--- config.mk ---
export PLATFORM = sky130hd
export DESIGN_NAME = srt4_control_unit
export DESIGN_NICKNAME = d
export VERILOG_FILES = /design/src/rtl/srt4_control_unit.sv
export SDC_FILE = /design/constraint.sdc
export NUM_CORES = 1
export LEC_CHECK = 0
export CORE_MARGIN = 2
export CORE_UTILIZATION = 40
export CTS_CLUSTER_DIAMETER = 200
export DETAILED_ROUTE_END_ITERATION = 6
export PLACE_DENSITY_LB_ADDON = 0.08
export SETUP_SLACK_MARGIN = 0.1
export SLEW_MARGIN = 20
export SYNTH_ARGS = -nofsm -noshare
export SYNTH_HDL_FRONTEND = slang
export SYNTH_SLANG_ARGS = --single-unit
--- constraint.sdc ---
create_clock -name clk -period 2.75 [get_ports clk]
set_input_delay 0.4125 -clock clk [delete_from_list [all_inputs] [get_ports clk]]
set_output_delay 0.4125 -clock clk [all_outputs]
set_load 0.05 [all_outputs]
--- src/rtl/srt4_control_unit.sv ---
// rtl/srt4_control_unit.sv - radix-4 SRT divider sequencer driving datapath pulses c0..c14
module srt4_control_unit #(
   parameter int ITER     = 4,
   parameter int NORM_MAX = 8,
   parameter int CNT_W    = 4
) (
   input  logic       clk,
   input  logic       rst,
   input  logic       start,
   input  logic       b_msb,
   input  logic [2:0] p_top,
   input  logic       p_sign,
   output logic       c0,
   output logic       c1,
   output logic       c2,
   output logic       c3,
   output logic       c4,
   output logic       c5,
   output logic       c6,
   output logic       c7,
   output logic       c8,
   output logic       c9,
   output logic       c10,
   output logic       c11,
   output logic       c12,
   output logic       c13,
   output logic       c14,
   output logic       busy,
   output logic       done,
   output logic       div_zero
);

   typedef enum logic [3:0] {
      S_IDLE, S_INIT, S_LOADB, S_NTEST, S_NSHIFT, S_SEL, S_SHIFT, S_ADD,
      S_ITEST, S_CHECK, S_CORR, S_QUOT, S_DTEST, S_DSHIFT, S_DONE
   } state_t;

   typedef enum logic [2:0] {
      D_ZERO, D_P1, D_P2, D_M1, D_M2
   } digit_t;

   state_t           state, state_nxt;
   digit_t           digit, digit_nxt;
   logic [CNT_W-1:0] k, k_nxt;
   logic [CNT_W-1:0] i, i_nxt;
   logic             dz_q, dz_nxt;
   logic [14:0]      c_q, c_nxt;
   logic             busy_q, busy_nxt;
   logic             done_q, done_nxt;

   function automatic digit_t digit_of(input logic [2:0] p);
      case (p)
         3'b001:         digit_of = D_P1;
         3'b010, 3'b011: digit_of = D_P2;
         3'b110:         digit_of = D_M1;
         3'b100, 3'b101: digit_of = D_M2;
         default:        digit_of = D_ZERO;
      endcase
   endfunction

   always_ff @(posedge clk) begin
      if (rst) begin
         state  <= S_IDLE;
         digit  <= D_ZERO;
         k      <= '0;
         i      <= '0;
         dz_q   <= 1'b0;
         c_q    <= '0;
         busy_q <= 1'b0;
         done_q <= 1'b0;
      end else begin
         state  <= state_nxt;
         digit  <= digit_nxt;
         k      <= k_nxt;
         i      <= i_nxt;
         dz_q   <= dz_nxt;
         c_q    <= c_nxt;
         busy_q <= busy_nxt;
         done_q <= done_nxt;
      end
   end

   always_comb begin
      state_nxt = state;
      digit_nxt = digit;
      k_nxt     = k;
      i_nxt     = i;
      dz_nxt    = dz_q;
      case (state)
         S_IDLE: begin
            if (start) begin
               state_nxt = S_INIT;
               dz_nxt    = 1'b0;
            end
         end
         S_INIT: begin
            k_nxt     = '0;
            i_nxt     = '0;
            dz_nxt    = 1'b0;
            state_nxt = S_LOADB;
         end
         S_LOADB:  state_nxt = S_NTEST;
         S_NTEST: begin
            if (b_msb) begin
               state_nxt = S_SEL;
            end else if (k == CNT_W'(NORM_MAX)) begin
               state_nxt = S_DONE;
               dz_nxt    = 1'b1;
            end else begin
               state_nxt = S_NSHIFT;
            end
         end
         S_NSHIFT: begin
            k_nxt     = k + CNT_W'(1);
            state_nxt = S_NTEST;
         end
         S_SEL: begin
            digit_nxt = digit_of(p_top);
            state_nxt = S_SHIFT;
         end
         S_SHIFT: begin
            i_nxt     = i + CNT_W'(1);
            state_nxt = (digit != D_ZERO) ? S_ADD : S_ITEST;
         end
         S_ADD:    state_nxt = S_ITEST;
         S_ITEST:  state_nxt = (i == CNT_W'(ITER)) ? S_CHECK : S_SEL;
         S_CHECK:  state_nxt = p_sign ? S_CORR : S_QUOT;
         S_CORR:   state_nxt = S_QUOT;
         S_QUOT:   state_nxt = S_DTEST;
         S_DTEST:  state_nxt = (k == '0) ? S_DONE : S_DSHIFT;
         S_DSHIFT: begin
            k_nxt     = k - CNT_W'(1);
            state_nxt = S_DTEST;
         end
         S_DONE:   state_nxt = S_IDLE;
         default:  state_nxt = S_IDLE;
      endcase
   end

   // Outputs are decoded from the next state so each flop lines up with the state it belongs to.
   always_comb begin
      c_nxt    = '0;
      busy_nxt = (state_nxt != S_IDLE);
      done_nxt = (state_nxt == S_DONE);
      case (state_nxt)
         S_INIT:   c_nxt[0] = 1'b1;
         S_LOADB:  c_nxt[1] = 1'b1;
         S_NSHIFT: c_nxt[2] = 1'b1;
         S_SHIFT: begin
            c_nxt[3] = 1'b1;
            c_nxt[4] = (digit_nxt == D_P1);
            c_nxt[5] = (digit_nxt == D_M1);
            c_nxt[6] = (digit_nxt == D_M2);
            c_nxt[7] = (digit_nxt == D_P2);
         end
         S_ADD: begin
            c_nxt[8]  = 1'b1;
            c_nxt[9]  = (digit_nxt == D_P2) || (digit_nxt == D_M2);
            c_nxt[10] = (digit_nxt == D_P1) || (digit_nxt == D_P2);
         end
         S_CORR: begin
            c_nxt[8]  = 1'b1;
            c_nxt[12] = 1'b1;
         end
         S_QUOT: begin
            c_nxt[11] = 1'b1;
            c_nxt[13] = 1'b1;
         end
         S_DSHIFT: c_nxt[14] = 1'b1;
         default:  c_nxt = '0;
      endcase
   end

   assign c0       = c_q[0];
   assign c1       = c_q[1];
   assign c2       = c_q[2];
   assign c3       = c_q[3];
   assign c4       = c_q[4];
   assign c5       = c_q[5];
   assign c6       = c_q[6];
   assign c7       = c_q[7];
   assign c8       = c_q[8];
   assign c9       = c_q[9];
   assign c10      = c_q[10];
   assign c11      = c_q[11];
   assign c12      = c_q[12];
   assign c13      = c_q[13];
   assign c14      = c_q[14];
   assign busy     = busy_q;
   assign done     = done_q;
   assign div_zero = dz_q;

endmodule

==> impl_metrics.csv, run 1 <==
group,metric,value,unit
route,ant_nets,0,
synth,syn_area,0.00160,mm²
sta,setup_ws,0.499,ns
cts,cts_buffer_depth,2,
layout,instances_no_fill,269,
sta,tightest_slew,0.578,ns
worst_setup_path,critical_path_class,"primary input to register",
worst_setup_path,crit_path_cell_trace,"clkdlybuf4s50_1, or3_1, a222oi_1, nor3_1, or4_4, nor3_1",
layout,multi_input_area,873,µm²
route,avgRoutedWirePerCell,13.2,µm
cts,numCtsBuffers,5,
synth,async_flop_share,0,%
die,dieArea,0.00451,mm²
global_route,grt_pass1_vias,1376,
synth,synth_cell_types,46,
die,start_util,42.6,%
sta,finalMaxSlewViolations,0,
synth,synth_top_area_cell,"dfxtp_1",
sta,maxSlewHeadroom,61.1,%
worst_setup_path,crit_slowest_cell,"or4_4",
pwr,peakVddDrop,0.000313,V
layout,area_growth,24.8,%
cts,numClockSinks,32,
synth,seq_area_frac_synth,40.1,%
synth,yosys-top-cells-area,"dfxtp_1 (40%), nor2_1 (4.9%), nor3_1 (4.4%), nand2_1 (4.0%), a21oi_1 (3.4%)",
route,drt_iter0_markers,51,
synth,yosysWarningCount,0,
route,vias,1441,
die,ioPinCount,26,
status,status,"finished clean",
synth,syn_avg_cell_area,8.15,µm²
placement,dp_hpwl,2710,µm
worst_setup_path,timing.rr.start,"state[2]$_SDFF_PP0_",
placement,place_inst,261,
synth,postSynthCellCount,196,
cts,ctsResizeCount,0,
sta,setup_viol,0,
cts,postCtsHoldBufs,0,
min_path,hp-class,"register to register",
die,core-area,0.00374,mm²
worst_setup_path,cpMostUsedCell,"nor3_1",
worst_setup_path,cp_top_family,"simple AND/OR/NAND/NOR gates",
cts,path_clk_slew,0.06,ns
min_path,hold_start,"i[0]$_SDFFE_PP0P_",
synth,synth_edf_count,0,
layout,diodes,0,
worst_setup_path,end_kind,"register",
cts,postCtsSetupBuffers,0,
layout,final_cell_mix,"dfxtp_1 (32), clkdlybuf4s50_1 (25), nor2_1 (21)",
pwr,power_per_cell_area,816,mW/mm²
route,firstDrtPassIters,4,
sta,min_period,2.25,ns
route,wirelength,3550,µm
worst_setup_path,crit_fanout,5,
synth,synth_top_area_share,40.1,%
layout,final_common_cell,"dfxtp_1",
worst_setup_path,crit_buf_inv,1,
worst_setup_path,startpoint_type,"primary input",
placement,gp_congestion,0.848,
die,die_w,67.2,µm
worst_setup_path,crit_arrival,2.46,ns
layout,final_layout_size_suffix_gt1_share,7.24,%
global_route,grt_max_degree,16,
global_route,antenna_found_initial,0,
placement,io_buffers,25,
layout,fill_cells,362,
placement,dp_slack,0.191,ns
synth,syn_nets,209,
route,drc,0,
layout,nets,233,
worst_setup_path,crit_required,2.96,ns
cts,cts_tree,"yes",
global_route,grt_util_all_layers,18.1,%
sta,rsz0062_at_grt,"no",
global_route,grt_overflow,0,
cts,clock_latency,0.28,ns
route,via_per_inst,5.36,
synth,synthFlopType,"dfxtp_1",
sta,hold_viol_final,0,
global_route,grt_pass1_wl,6110,µm
die,die_y,67.2,µm
sta,finClkSkew,0.00456,ns
worst_setup_path,cpPeakStageDelay,0.57,ns
sta,hold_ws,0.513,ns
sta,post-route-period-util,81.9,%
die,fp-row-count,22,
sta,finalSetupTns,0,ns
cts,cts_htree_levels,2,
sta,fmax,444,MHz
pwr,p_leak,0.000745,µW
worst_setup_path,startpoint,"start",
cts,clock-root-buffer,"clkbuf_8",
flow_run,drv_cap,0,
synth,ys_ff_latch,32,
layout,area.sequential,641,µm²
==> routing by layer <==
| metal | vias to the layer above | part of all wire (%) | global-route usage, % | wire (µm) |
|---|---|---|---|---|
| met5 | - | 0 | 0 | 0 |
| met4 | 0 | 1.9 | 7.65 | 66 |
| met3 | 7 | 5.7 | 4.33 | 204 |
| met2 | 39 | 48 | 31.2 | 1710 |
| met1 | 650 | 44 | 21.5 | 1570 |
| li1 | 745 | - | - | - |
==> worst min-delay path, delay by kind of cell (launching register included) <==
family | cells | cell delay (ns)
DFF | 1 | 0.34
AOI/OAI and AO/OA | 1 | 0.06
and+or+nand+nor | 1 | 0.07
==> area by class of cell <==
| cell class | instances | area share, % |
|---|---|---|
| tap | 48 | 3.02 |
| inverter | 9 | 1.70 |
| multi-input combinational | 144 | 43.8 |
| sequential | 32 | 32.2 |
| timing repair buffer | 28 | 13.7 |
| clock buffer | 5 | 3.45 |
| clock inverter | 3 | 2.14 |
==> sequential cells by signal, indices dropped and copies added, names as in the netlist <==
register  cells
i             4
state         4
k             4
done          1
div_zero      1
c_q          14
digit         3
busy          1
==> through the flow <==
stage	power, µW	util, %	area [µm²]
2_1_floorplan	1030	-	1600
3_3_place_gp	1180	50.2	1880
3_5_place_dp	1190	50.2	1880
4_1_cts	1640	53.2	1990
5_1_grt	1730	53.2	1990
6_report	1630	53.2	1990
==> Yosys cell counts (2+ instances only) <==
master and instances:
a31oi_1 5, nor2b_1 3, or3_1 4, a21oi_1 11, o21a_1 2, xnor2_1 5
nor3b_1 3, buf_2 3, nand4_1 3, dfxtp_1 32, a211o_1 2, nor2_1 21
or4_1 2, o22ai_1 3, nand3_1 8, or2_2 3, and2_1 2, nand3b_1 3
clkbuf_1 6, nand2_1 17, o21ai_0 3, and3_1 3, ha_1 4, nand2b_1 4
a211oi_1 2, inv_1 9, nor3_1 14
==> power by group <==
part	total [µW]	switching, µW	internal (µW)
registers	580	63.0	517
logic	603	368	235
clock network	442	174	268
total	1630	605	1020
==> path summary, 6_finish.rpt <==
path,to,slack (ns),cells past startpoint
max,c_q[7]$_SDFF_PP0_,0.50,6
max reg2reg,c_q[7]$_SDFF_PP0_,0.51,5
min,i[0]$_SDFFE_PP0P_,0.51,2
min reg2reg,i[0]$_SDFFE_PP0P_,0.51,2
==> kinds of logic after synthesis <==
family                     share of synthesized area, %
AOI/OAI and AO/OA                                  15.2
and+or+nand+nor                                    30.5
DFF                                                40.1
xor gates and xnor gates                           3.29
buffers and inverters                              5.17
adders and majority gates                          4.39
muxes                                              1.33
(Power assumes the default switching activity.)
==> run 2: changes to the inputs <==
- clock period: 2.75 -> 2 ns (I/O delays scaled with it)
==> run 2 against run 1 <==
Net effect: global-route usage increased by 1.1 points; total power up 54%; utilization up 7.3 points; clock power is 36% higher; critical path depth is the same; flip-flop and latch count stayed put; setup slack lost 0.44 ns; combinational power grew 87%; hold slack lost 0.018 ns; routed wire length increased by 10%; critical endpoint is now c_q[5]$_SDFF_PP0_.
==> impl_metrics.csv, run 2 (synthesis gave the netlist of run 1 again) <==
group,metric,value,unit
status,status,"finished clean",
cts,clock-root-buffer,"clkbuf_8",
placement,place_area,0.00205,mm²
worst_setup_path,cpPeakStageDelay,0.54,ns
cts,numClockSinks,32,
worst_setup_path,timing.rr.start,"state[1]$_SDFF_PP0_",
global_route,grt_max_degree,14,
global_route,grt_pass1_vias,1565,
die,start_util,42.6,%
die,ioPinCount,26,
route,wirelength,3910,µm
sta,tightest_slew,0.518,ns
global_route,met3_usage,4.83,%
route,drt_iter0_markers,49,
flow_run,drv_cap,0,
worst_setup_path,cp_num_cells,6,
route,drc,0,
worst_setup_path,startpoint,"state[1]$_SDFF_PP0_",
worst_setup_path,r2r_cells,6,
worst_setup_path,ff2ff_setup_slack,0.06,ns
min_path,hp-class,"register to register",
layout,nets,255,
die,core-area,0.00374,mm²
layout,largest_reg_flops,14,
worst_setup_path,crit_buf_inv,1,
layout,final_common_cell,"dfxtp_1",
pwr,peakVddDrop,0.000435,V
worst_setup_path,crit_required,2.20,ns
pwr,power_per_cell_area,1100,mW/mm²
die,die_y,67.2,µm
layout,instances_no_fill,291,
layout,diodes,0,
global_route,grt_util_all_layers,19.3,%
global_route,top_usage_layer,"met2",
cts,cts_htree_levels,2,
cts,clock_latency,0.28,ns
sta,maxSlewHeadroom,65.4,%
layout,fin_area,0.00226,mm²
sta,hold_viol_final,0,
layout,top_register,"c_q",
pwr,p_leak,0.000878,µW
die,fp-row-count,22,
worst_setup_path,crit_arrival,2.15,ns
route,ant_nets,0,
global_route,grt_pass1_wl,6710,µm
placement,dp_hpwl,2910,µm
global_route,antenna_found_initial,0,
worst_setup_path,crit_slowest_cell,"or4_4",
global_route,grt_overflow,0,
route,via_per_inst,5.42,
worst_setup_path,crit_path_cell_trace,"or3_1, a222oi_1, buf_4, nor3_4, or4_4, nor3_2",
worst_setup_path,startpoint_type,"register",
worst_setup_path,rr_endpoint,"c_q[5]$_SDFF_PP0_",
cts,numCtsBuffers,5,
placement,io_buffers,25,
sta,min_period,1.94,ns
cts,cts_buffer_depth,2,
min_path,whs_path_depth,2,
route,avgRoutedWirePerCell,13.4,µm
cts,cts_tree,"yes",
min_path,hold_end,"i[1]$_SDFFE_PP0P_",
sta,rsz0062_at_grt,"yes",
cts,path_clk_slew,0.07,ns
min_path,hold_start,"i[1]$_SDFFE_PP0P_",
die,dieArea,0.00451,mm²
placement,place_inst,281,
route,firstDrtPassIters,4,
layout,final_layout_size_suffix_gt1_share,23.9,%
die,die_w,67.2,µm
sta,finClkSkew,0.00990,ns
worst_setup_path,critical_path_class,"register to register",
route,vias,1576,
sta,post-route-period-util,97.2,%
global_route,use_met1,22.8,%
sta,finalMaxSlewViolations,0,
layout,area_growth,41.8,%
sta,fmax,514,MHz
pwr,finalPower,2500,µW
global_route,grt_util_met2,33.9,%
sta,setup_viol,0,
worst_setup_path,end_kind,"register",
layout,final_cell_mix,"dfxtp_1 (27), clkdlybuf4s50_1 (24), buf_4 (23)",
placement,gp_congestion,0.916,
worst_setup_path,cp_top_family,"simple AND/OR/NAND/NOR gates",
worst_setup_path,crit_fanout,5,
## run 2: cell type report
class                      count  area (µm²)
clock buffer                   6        72.6
clock inverter                 2        35.0
fill                         334        1480
inverter                       9        33.8
multi-input combinational    144         963
sequential                    32         647
tap                           48        60.1
timing repair buffer          50         453
## run 2: stage by stage
step                      setup slack [ns]  TNS (ns)  util [%]  hold slack [ns]
after floorplan                     0.0920         0         -            0.452
after global placement              -0.394     -2.29      54.6            0.496
after detailed placement            -0.430     -2.55      54.6            0.511
after CTS                           0.0545         0      58.8            0.521
after global routing              -0.00665  -0.00665      60.5            0.515
final                               0.0550         0      60.5            0.495
## run 2: worst max-delay path by stage
stage                        end
2_1_floorplan  c_q[4]$_SDFF_PP0_
3_3_place_gp   c_q[4]$_SDFF_PP0_
3_5_place_dp   c_q[7]$_SDFF_PP0_
4_1_cts        c_q[5]$_SDFF_PP0_
5_1_grt        c_q[5]$_SDFF_PP0_
6_report       c_q[5]$_SDFF_PP0_
## run 2: routing by layer
| layer | part of all wire [%] | wire length (µm) |
|---|---|---|
| met1 | 46 | 1780 |
| met2 | 50 | 1950 |
| met3 | 3.9 | 151 |
| met4 | 0.54 | 21 |
| met5 | 0 | 0 |
## run 2: report_power, final
group | total (µW) | switching, µW | internal [µW]
sequential | 760 | 44.2 | 716
combinational | 1130 | 642 | 492
clock | 603 | 234 | 369
## run 2: worst min-delay path, cell delays in order, from the launching register on
cell and delay [ns]:
dfxtp_2 0.34, nand3_1 0.06, a21oi_1 0.06
## run 2: repair_timing
item	CTS	global route
hold buffers	0	0
gates resized for setup	13	13
setup endpoints to repair	9	13
setup buffers	1	1
cloned	0	0
pin swaps	6	5
==> run 3: changes to the inputs <==
- CORE_UTILIZATION: 40 -> 47
==> run 3 against run 2 <==
Net effect: count of clock-buffer cells in the layout is the same; flip-flop and latch count is the same; total power shrank 7.4%; utilization grew 5.9 points; clock skew shrank 0.0049 ns; highest routed layer unchanged; routed wire length shrank 4.1%; non-clock buffer count shrank 1; via count grew 0.25%; combinational power shrank 6%.
==> impl_metrics.csv, run 3 (synthesis gave the netlist of run 1 again) <==
group,metric,value,unit
status,status,"finished clean",
route,avgRoutedWirePerCell,13.0,µm
worst_setup_path,endpoint,"c_q[6]$_SDFF_PP0_",
flow_run,drv_cap,0,
worst_setup_path,crit_arrival,2.25,ns
worst_setup_path,startpoint,"state[1]$_SDFF_PP0_",
worst_setup_path,end_kind,"register",
worst_setup_path,rr_endpoint,"c_q[6]$_SDFF_PP0_",
layout,area_growth,37.7,%
global_route,grt_util_all_layers,21.1,%
layout,post-route-util,66.4,%
route,via_per_inst,5.49,
min_path,hold_start,"i[1]$_SDFFE_PP0P_",
sta,setup_ws,0.0124,ns
sta,setup_viol,0,
worst_setup_path,startpoint_type,"register",
sta,tightest_slew,0.496,ns
worst_setup_path,cpPeakStageDelay,0.55,ns
worst_setup_path,crit_slowest_cell,"or4_4",
cts,numCtsBuffers,5,
sta,maxSlewHeadroom,66.8,%
layout,final_cell_mix,"dfxtp_1 (26), clkdlybuf4s50_1 (24), buf_4 (23)",
global_route,grt_overflow,0,
cts,clock-root-buffer,"clkbuf_4",
cts,clock_latency,0.33,ns
global_route,grt_pass1_wl,6530,µm
layout,instances_no_fill,288,
route,wirelength,3750,µm
pwr,p_leak,0.000869,µW
route,drt_iter0_markers,50,
placement,place_inst,276,
min_path,hp-class,"register to register",
worst_setup_path,timing.rr.start,"state[1]$_SDFF_PP0_",
placement,dp_slack,-0.442,ns
cts,cts_tree,"yes",
cts,postCtsHoldBufs,0,
route,vias,1580,
cts,cts_buffer_depth,2,
placement,gp_congestion,0.822,
worst_setup_path,crit_path_cell_trace,"or3_1, a222oi_1, nor3_2, or4_4, a21oi_1",
die,die_w,62.3,µm
die,ioPinCount,26,
die,die_y,62.3,µm
sta,post-route-period-util,99.4,%
route,ant_nets,0,
cts,cts_htree_levels,2,
layout,final_layout_size_suffix_gt1_share,21.9,%
route,wl_met2,1860,µm
layout,largest_reg_flops,14,
worst_setup_path,critical_path_class,"register to register",
sta,finalMaxSlewViolations,0,
layout,diodes,0,
layout,final_common_cell,"dfxtp_1",
layout,nets,254,
route,met3_length,203,µm
cts,numClockSinks,32,
cts,path_clk_slew,0.10,ns
layout,fill_cells,309,
route,firstDrtPassIters,5,
worst_setup_path,crit_fanout,5,
die,dieArea,0.00388,mm²
route,met1_length,1650,µm
pwr,finalPower,2310,µW
route,maxUsedRoutingLayer,"met4",
pwr,peakVddDrop,0.000394,V
route,drc,0,
die,fp-row-count,21,
placement,io_buffers,25,
global_route,antenna_found_initial,0,
worst_setup_path,crit_required,2.27,ns
placement,dp_hpwl,2710,µm
worst_setup_path,r2r_cells,5,
die,start_util,48.2,%
global_route,grt_max_degree,17,
global_route,grt_pass1_vias,1498,
placement,place_area,0.00201,mm²
layout,fin_area,0.00220,mm²
layout,top_register,"c_q",
sta,fmax,503,MHz
sta,hold_viol_final,0,
die,core-area,0.00331,mm²
worst_setup_path,ff2ff_setup_slack,0.01,ns
sta,finClkSkew,0.00500,ns
sta,min_period,1.99,ns
pwr,power_per_cell_area,1050,mW/mm²
sta,rsz0062_at_grt,"yes",
## run 3: report_power, final
group / total, µW / switching [µW] / internal, µW
registers: 783 / 66.4 / 717
logic: 1060 / 597 / 458
clock network: 473 / 211 / 262
## run 3: worst min path at each step
| stage | slack (ns) | endpoint | cells after the start |
|---|---|---|---|
| finish | 0.50 | i[1]$_SDFFE_PP0P_ | 2 |
| global route | 0.53 | i[1]$_SDFFE_PP0P_ | 2 |
| CTS | 0.52 | i[1]$_SDFFE_PP0P_ | 2 |
| detailed placement | 0.50 | i[1]$_SDFFE_PP0P_ | 2 |
| global placement | 0.49 | i[0]$_SDFFE_PP0P_ | 2 |
| floorplan | 0.45 | digit[1]$_SDFF_PP0_ | 2 |
## run 3: cell type report
| class | count | area, µm² | share of cell area [%] |
|---|---|---|---|
| Tap cell | 46 | 57.6 | 2.62 |
| Clock inverter | 2 | 35.0 | 1.59 |
| Timing Repair Buffer | 49 | 433 | 19.7 |
| Clock buffer | 6 | 41.3 | 1.88 |
| Inverter | 9 | 33.8 | 1.54 |
| Multi-Input combinational cell | 144 | 950 | 43.2 |
| Sequential cell | 32 | 648 | 29.5 |
## run 3: metal layers
layer  vias to the layer above  global-route usage [%]
met3                         5                    5.80
met4                         0                    8.33
met1                       732                    24.3
met5                         -                       0
li1                        792                       -
met2                        51                    37.1
## run 3: critical path: cells and delay by family, from the launching register on
family	cells	cell delay, ns
and+or+nand+nor	3	1.02
AOI/OAI and AO/OA	2	0.57
DFF	1	0.33
## run 3: timing repair
action | CTS | global route
pin swaps | 8 | 9
endpoints found under the setup margin | 8 | 13
setup buffers | 0 | 4
resized for setup | 14 | 10
## run 3: through the flow
| stage | hold slack, ns | setup TNS, ns |
|---|---|---|
| floorplan | 0.452 | 0 |
| detailed placement | 0.503 | -2.52 |
| global route | 0.529 | -0.269 |
| finish | 0.499 | 0 |
| CTS | 0.518 | 0 |
| global placement | 0.493 | -2.23 |
